**src/rtl/mips_decode_stage.sv**
```systemverilog
// mips_decode_stage: registered instruction-decode stage between IF and EX of a 5-stage MIPS pipeline.
// Latency: accept at edge N, decoded instruction presented from cycle N+1 (a load-use bubble adds one cycle).
// Backpressure: out_ready=0 holds every output stable and drops in_ready while the entry is full.
//
// Ports:
//   clk, reset                 rising-edge clock, synchronous active-high reset
//   in_valid/in_ready          instruction handshake from IF (in_instr, in_pc)
//   flush                      discard held instruction, accept nothing this cycle
//   out_valid/out_ready        decoded instruction handshake to EX
//   out_op..out_target, out_pc raw instruction fields, extended immediate and PC of the held entry
//   out_wreg, out_regwrite, out_memread, out_memwrite, out_branch, out_jump, out_illegal
//                              decoded destination register and control bits
//
// Build option: define LOAD_USE_INTERLOCK_EN to build the load-use tracker that inserts a
// one-cycle bubble when the held instruction reads the register loaded by the previous LW.
// Without it, EX is responsible for that hazard.
module mips_decode_stage #(
  parameter int PC_W = 32
) (
  input  logic            clk,
  input  logic            reset,
  input  logic            in_valid,
  output logic            in_ready,
  input  logic [31:0]     in_instr,
  input  logic [PC_W-1:0] in_pc,
  input  logic            flush,
  output logic            out_valid,
  input  logic            out_ready,
  output logic [5:0]      out_op,
  output logic [5:0]      out_funct,
  output logic [4:0]      out_rs,
  output logic [4:0]      out_rt,
  output logic [4:0]      out_rd,
  output logic [15:0]     out_imm,
  output logic [31:0]     out_imm_ext,
  output logic [25:0]     out_target,
  output logic [PC_W-1:0] out_pc,
  output logic [4:0]      out_wreg,
  output logic            out_regwrite,
  output logic            out_memread,
  output logic            out_memwrite,
  output logic            out_branch,
  output logic            out_jump,
  output logic            out_illegal
);

  // Opcodes
  localparam logic [5:0] OP_RTYPE = 6'b000000;
  localparam logic [5:0] OP_J     = 6'b000010;
  localparam logic [5:0] OP_JAL   = 6'b000011;
  localparam logic [5:0] OP_BEQ   = 6'b000100;
  localparam logic [5:0] OP_BNE   = 6'b000101;
  localparam logic [5:0] OP_ADDIU = 6'b001001;
  localparam logic [5:0] OP_ORI   = 6'b001101;
  localparam logic [5:0] OP_LUI   = 6'b001111;
  localparam logic [5:0] OP_LW    = 6'b100011;
  localparam logic [5:0] OP_SW    = 6'b101011;

  // R-type function codes
  localparam logic [5:0] FN_JR    = 6'b001000;
  localparam logic [5:0] FN_ADDU  = 6'b100001;
  localparam logic [5:0] FN_SUBU  = 6'b100011;
  localparam logic [5:0] FN_SLT   = 6'b101010;

  // Everything EX sees (except out_valid) lives in one register of this shape.
  typedef struct packed {
    logic [5:0]      op;
    logic [5:0]      funct;
    logic [4:0]      rs;
    logic [4:0]      rt;
    logic [4:0]      rd;
    logic [15:0]     imm;
    logic [31:0]     imm_ext;
    logic [25:0]     target;
    logic [PC_W-1:0] pc;
    logic [4:0]      wreg;
    logic            regwrite;
    logic            memread;
    logic            memwrite;
    logic            branch;
    logic            jump;
    logic            illegal;
  } dec_t;

  dec_t       dec;    // combinational decode of in_instr
  dec_t       q;      // held entry
  logic       vld_q;
  logic       hazard;
  logic       issue;
  logic       accept;
  logic [4:0] wr_dst;

  // ------------------------------------------------------------------
  // Combinational decode of the incoming instruction
  // ------------------------------------------------------------------
  always_comb begin
    dec        = '0;
    wr_dst     = 5'd0;
    dec.op     = in_instr[31:26];
    dec.funct  = in_instr[5:0];
    dec.rs     = in_instr[25:21];
    dec.rt     = in_instr[20:16];
    dec.rd     = in_instr[15:11];
    dec.imm    = in_instr[15:0];
    dec.target = in_instr[25:0];
    dec.pc     = in_pc;

    case (dec.op)
      OP_RTYPE: begin
        case (dec.funct)
          FN_ADDU, FN_SUBU, FN_SLT: wr_dst = dec.rd;
          FN_JR:                    dec.jump = 1'b1;
          default:                  dec.illegal = 1'b1;
        endcase
      end
      OP_BEQ, OP_BNE:          dec.branch = 1'b1;
      OP_ADDIU, OP_ORI, OP_LUI: wr_dst = dec.rt;
      OP_LW: begin
        dec.memread = 1'b1;
        wr_dst      = dec.rt;
      end
      OP_SW:                   dec.memwrite = 1'b1;
      OP_J:                    dec.jump = 1'b1;
      OP_JAL: begin
        dec.jump = 1'b1;
        wr_dst   = 5'd31;
      end
      default:                 dec.illegal = 1'b1;
    endcase

    // A write to $0 is architecturally a no-op, so it is not reported as a write.
    dec.wreg     = wr_dst;
    dec.regwrite = (wr_dst != 5'd0);

    case (dec.op)
      OP_ORI:  dec.imm_ext = {16'h0000, dec.imm};
      OP_LUI:  dec.imm_ext = {dec.imm, 16'h0000};
      default: dec.imm_ext = {{16{dec.imm[15]}}, dec.imm};
    endcase
  end

  // ------------------------------------------------------------------
  // Handshake. out_valid never looks at out_ready; in_ready may.
  // ------------------------------------------------------------------
  assign out_valid = vld_q & ~flush & ~hazard & ~reset;
  assign issue     = out_valid & out_ready;
  assign in_ready  = ~reset & ~flush & (~vld_q | issue);
  assign accept    = in_valid & in_ready;

  always_ff @(posedge clk) begin
    if (reset) begin
      vld_q <= 1'b0;
      q     <= '0;
    end else if (flush) begin
      // Register contents are left as-is; they are meaningless once vld_q drops.
      vld_q <= 1'b0;
    end else if (accept) begin
      // Also covers simultaneous issue+accept: the entry is replaced with no gap.
      q     <= dec;
      vld_q <= 1'b1;
    end else if (issue) begin
      vld_q <= 1'b0;
    end
  end

`ifdef LOAD_USE_INTERLOCK_EN
  // ------------------------------------------------------------------
  // Load-use tracking: remembers the destination of an LW for the one
  // cycle after it issues and stalls a held consumer of that register.
  // ------------------------------------------------------------------
  logic       lu_q;
  logic [4:0] lu_reg;
  logic       rs_used;
  logic       rt_used;

  // Which source fields the held instruction actually reads.
  always_comb begin
    rs_used = 1'b0;
    rt_used = 1'b0;
    case (q.op)
      OP_RTYPE: begin
        case (q.funct)
          FN_ADDU, FN_SUBU, FN_SLT: begin
            rs_used = 1'b1;
            rt_used = 1'b1;
          end
          FN_JR:   rs_used = 1'b1;
          default: ;
        endcase
      end
      OP_BEQ, OP_BNE, OP_SW: begin
        rs_used = 1'b1;
        rt_used = 1'b1;
      end
      OP_ADDIU, OP_ORI, OP_LW: rs_used = 1'b1;
      default: ;
    endcase
  end

  assign hazard = lu_q &
                  ((rs_used & (q.rs != 5'd0) & (q.rs == lu_reg)) |
                   (rt_used & (q.rt != 5'd0) & (q.rt == lu_reg)));

  // lu_q is a one-shot: it never survives more than one cycle, so a bubble
  // is at most one cycle long whether or not the consumer issues.
  always_ff @(posedge clk) begin
    if (reset) begin
      lu_q   <= 1'b0;
      lu_reg <= 5'd0;
    end else begin
      lu_q <= ~flush & issue & q.memread & (q.wreg != 5'd0);
      if (issue & q.memread) begin
        lu_reg <= q.wreg;
      end
    end
  end
`else
  assign hazard = 1'b0;
`endif

  // ------------------------------------------------------------------
  // Outputs straight from the held register
  // ------------------------------------------------------------------
  assign out_op       = q.op;
  assign out_funct    = q.funct;
  assign out_rs       = q.rs;
  assign out_rt       = q.rt;
  assign out_rd       = q.rd;
  assign out_imm      = q.imm;
  assign out_imm_ext  = q.imm_ext;
  assign out_target   = q.target;
  assign out_pc       = q.pc;
  assign out_wreg     = q.wreg;
  assign out_regwrite = q.regwrite;
  assign out_memread  = q.memread;
  assign out_memwrite = q.memwrite;
  assign out_branch   = q.branch;
  assign out_jump     = q.jump;
  assign out_illegal  = q.illegal;

endmodule

```
**config.mk**
```make
export PLATFORM = sky130hd
export DESIGN_NAME = mips_decode_stage
export DESIGN_NICKNAME = d
export VERILOG_FILES = /design/src/rtl/mips_decode_stage.sv
export SDC_FILE = /design/constraint.sdc
export NUM_CORES = 1
export LEC_CHECK = 0
export ABC_CLOCK_PERIOD_IN_PS = 2250
export CAP_MARGIN = 20
export CORE_MARGIN = 5
export CORE_UTILIZATION = 40
export CTS_BUF_LIST = sky130_fd_sc_hd__clkbuf_16
export CTS_CLUSTER_SIZE = 12
export DETAILED_ROUTE_END_ITERATION = 16
export PLACE_DENSITY = 0.8
export SYNTH_ARGS = -nofsm -noshare
export SYNTH_HDL_FRONTEND = slang
export SYNTH_SLANG_ARGS = --single-unit
```
**constraint.sdc**
```tcl
create_clock -name clk -period 2.25 [get_ports clk]
set_input_delay 0.675 -clock clk [delete_from_list [all_inputs] [get_ports clk]]
set_output_delay 0.675 -clock clk [all_outputs]
set_load 0.005 [all_outputs]
```
==> flow_summary.yaml <==
run_status:
  status: "finished clean"
logic_synthesis:
  synth_seq_cells: 108
  synth_most_common_cell: "nand2_1"
  yosysTopAreaCell: "dfxtp_1"
  yosys_warnings: 0
  synthFlopType: "dfxtp_1"
  async_flop_share: 0
  syn_inst: 559
  synth_edf_count: 0
  synth_cell_type_count: 42
  synth_area_leaders: "dfxtp_1 (49%), nand2_1 (14%), a21oi_1 (9.8%)"
  synthTopCellsByCount: "nand2_1 (165), dfxtp_1 (108), a21oi_1 (86)"
  syn-mean-instance-area_um2: 7.89
  synth.net_count: 628
  syn_area_mm2: 0.00441
  synth.top_cell.area_share: 0.490
  synth_seq_area_share: 0.490
floorplan:
  rows: 38
  die_h_um: 115
  fp.dieW_um: 115
  core_mm2: 0.0108
  die_area_mm2: 0.0132
  pin_count: 215
  start_util: 0.407
cts:
  clkSlewWorstSetupHoldPaths_ns: 0.07
  htree_num_levels: 3
  root_buffer: "clkbuf_16"
  clock-sinks: 108
  postCtsHoldBufs: 0
  clk_path_buf_depth: 2
  clk_latency_ns: 0.33
  cts_inserted_buffers: 9
  cts_tree: "yes"
critical_path:
  end_kind: "output port"
  timing.rr.end: "out_wreg[2]"
  reg2reg_depth: 4
  crit_type: "input pin to output port"
  timing.rr.start: "vld_q"
  crit_arrival_ns: 1.53
  rrSetupSlack_ns: 0.73
  startpoint_type: "input pin"
  crit_path_max_fanout: 2
  cp.required_ns: 1.57
sta:
  clock_skew_ns: 0.00788
  relSlewSlack: 0.539
  setup_viol: 0
  max_freq_ghz: 0.454
  hold_viol: 0
  fin_hold_ws_ns: 0.451
  tightest_slew_ns: 0.692
  fin_crit_sh: 0.978
  final.setup.worst_slack_ns: 0.0491
  slew_violations: 0
  rsz0062_at_grt: "false"
  final.min_clock_period_ns: 2.20
pwr:
  p_per_area_mw_per_mm2: 595
  peakVddDrop_mv: 0.397
  leakage_nw: 2.44
detailed_routing:
  first_iter_violations: 236
  remaining_drc_errors: 0
  vias: 4566
  totalWireLength_um: 14100
  wl_per_cell_um: 15.9
  vias_per_cell: 5.15
  drtPass1Iterations: 4
  postRouteAntennaNets: 0
global_routing:
  grt_first_pass_wirelength_um: 21900
  grt_pass1_vias: 4450
  grt_start_max_net_pins: 65
  grt_overflow: 0
  antenna_found_initial: 0
  grt_usage: 0.201
final_layout:
  fin_cells: 887
  seq_area_mm2: 0.00216
  postLayoutCellArea_mm2: 0.00697
  post-route-util: 0.643
  nNetsFinal: 811
  syn_to_final_growth_pct: 58.0
  antenna-diode-count: 0
  filler_cell_count: 903
  drive_gt1_frac: 0.0950
  multi_input_area_mm2: 0.00183
placement:
  pre_cts_slack_ns: -0.347
  dpl-instance-area_mm2: 0.00665
  hpwlAfterDp_um: 10300
  gp_congestion: 0.864
  dp.cells: 870
  io_buffer_count: 214
min_path:
  min-delay-start: "out_imm_ext[8]"
  hold_class: "flip-flop to flip-flop"
  whs_path_depth: 2
  hold_end: "out_imm_ext[8]"
run:
  max_cap_violations: 0
==> how the worst max path moves through the flow <==
stage,startpoint,to,slack (ns),cells past startpoint
floorplan,in_instr[27],out_regwrite,0.13,5
global route,out_ready,in_ready,0.01,4
global placement,flush,out_valid,-0.28,4
finish,out_ready,in_ready,0.05,4
detailed placement,out_ready,in_ready,-0.35,4
CTS,out_ready,in_ready,-0.04,4
==> cell usage in the layout, fill, tap and decap left out, drive strengths merged, types with 2 or more instances in the layout <==
cell / Yosys / final
nand3: 44 / 44
clkbuf: 34 / 9
nor3b: 2 / 2
nor3: 2 / 2
a31oi: 16 / 16
o211ai: 3 / 3
dlygate4sd2: 0 / 2
nand4: 3 / 3
o21bai: 2 / 2
nand2: 165 / 165
a311oi: 6 / 6
nor4b: 2 / 2
dfxtp: 108 / 108
buf: 48 / 42
inv: 1 / 3
and3: 2 / 2
or4: 3 / 3
nor2: 11 / 11
clkdlybuf4s50: 0 / 207
o21ai: 2 / 2
nand2b: 2 / 2
nor2b: 3 / 3
dlymetal6s2s: 0 / 3
a21oi: 86 / 86
clkinv: 0 / 3
==> metrics by stage <==
stage / TNS, ns / total power, mW
after floorplan: 0 / 2.27
after global placement: -3.46 / 2.64
after detailed placement: -5.49 / 2.65
after CTS: -0.0433 / 4.16
after global routing: 0 / 4.30
final: 0 / 4.15
==> layout make-up <==
cell class / count / share of cell area
clock buffer: 9 / 0.0323
inverter: 1 / 0.000538
sequential: 108 / 0.310
tap: 140 / 0.0251
clock inverter: 7 / 0.00861
multi-input combinational: 368 / 0.262
timing repair buffer: 254 / 0.361
==> report_power, final <==
part / total (mW) / switching, mW / internal [mW] / leakage (nW)
Combinational: 0.599 / 0.255 / 0.344 / 1.42
Sequential: 2.02 / 0.0391 / 1.98 / 0.878
Clock: 1.53 / 0.681 / 0.850 / 0.148
Total: 4.15 / 0.975 / 3.17 / 2.44
==> state kept, by name, indices dropped and copies added (netlist names) <==
signal	count
out_imm	6
out_jump	1
out_target	2
out_memwrite	1
out_rs	5
out_branch	1
out_illegal	1
out_rd	4
out_memread	1
vld_q	1
out_pc	32
out_wreg	5
out_op	6
out_funct	5
out_regwrite	1
out_imm_ext	32
out_rt	4
==> per-layer routing <==
metal  up-vias  track usage  share of wire
met5         -            0              0
met2       169        0.347           0.50
met4         0       0.0556          0.012
met3        18       0.0526          0.080
li1       2212            -              -
met1      2167        0.249           0.41
==> cells by family (layout without fill, tap and decap cells) <==
group,after synthesis,count (layout),share of synthesized area
simple gates,246,246,0.245
compound gates,121,121,0.157
buf+inv,83,271,0.106
xor+xnor,1,1,0.00199
flops,108,108,0.490
==> repair_timing <==
action | 4_1_cts | 5_1_grt
pin swaps | 1 | 7
resized for setup | 6 | 10
endpoints found under the setup margin | 2 | 5
buffers inserted | 1 | 0
==> critical path, cell delays in order <==
cell and delay, ns:
clkdlybuf4s50_1 0.50, nor2b_2 0.07, nor3_2 0.15, buf_2 0.14
Note: power is estimated with default switching activity, not from simulation.
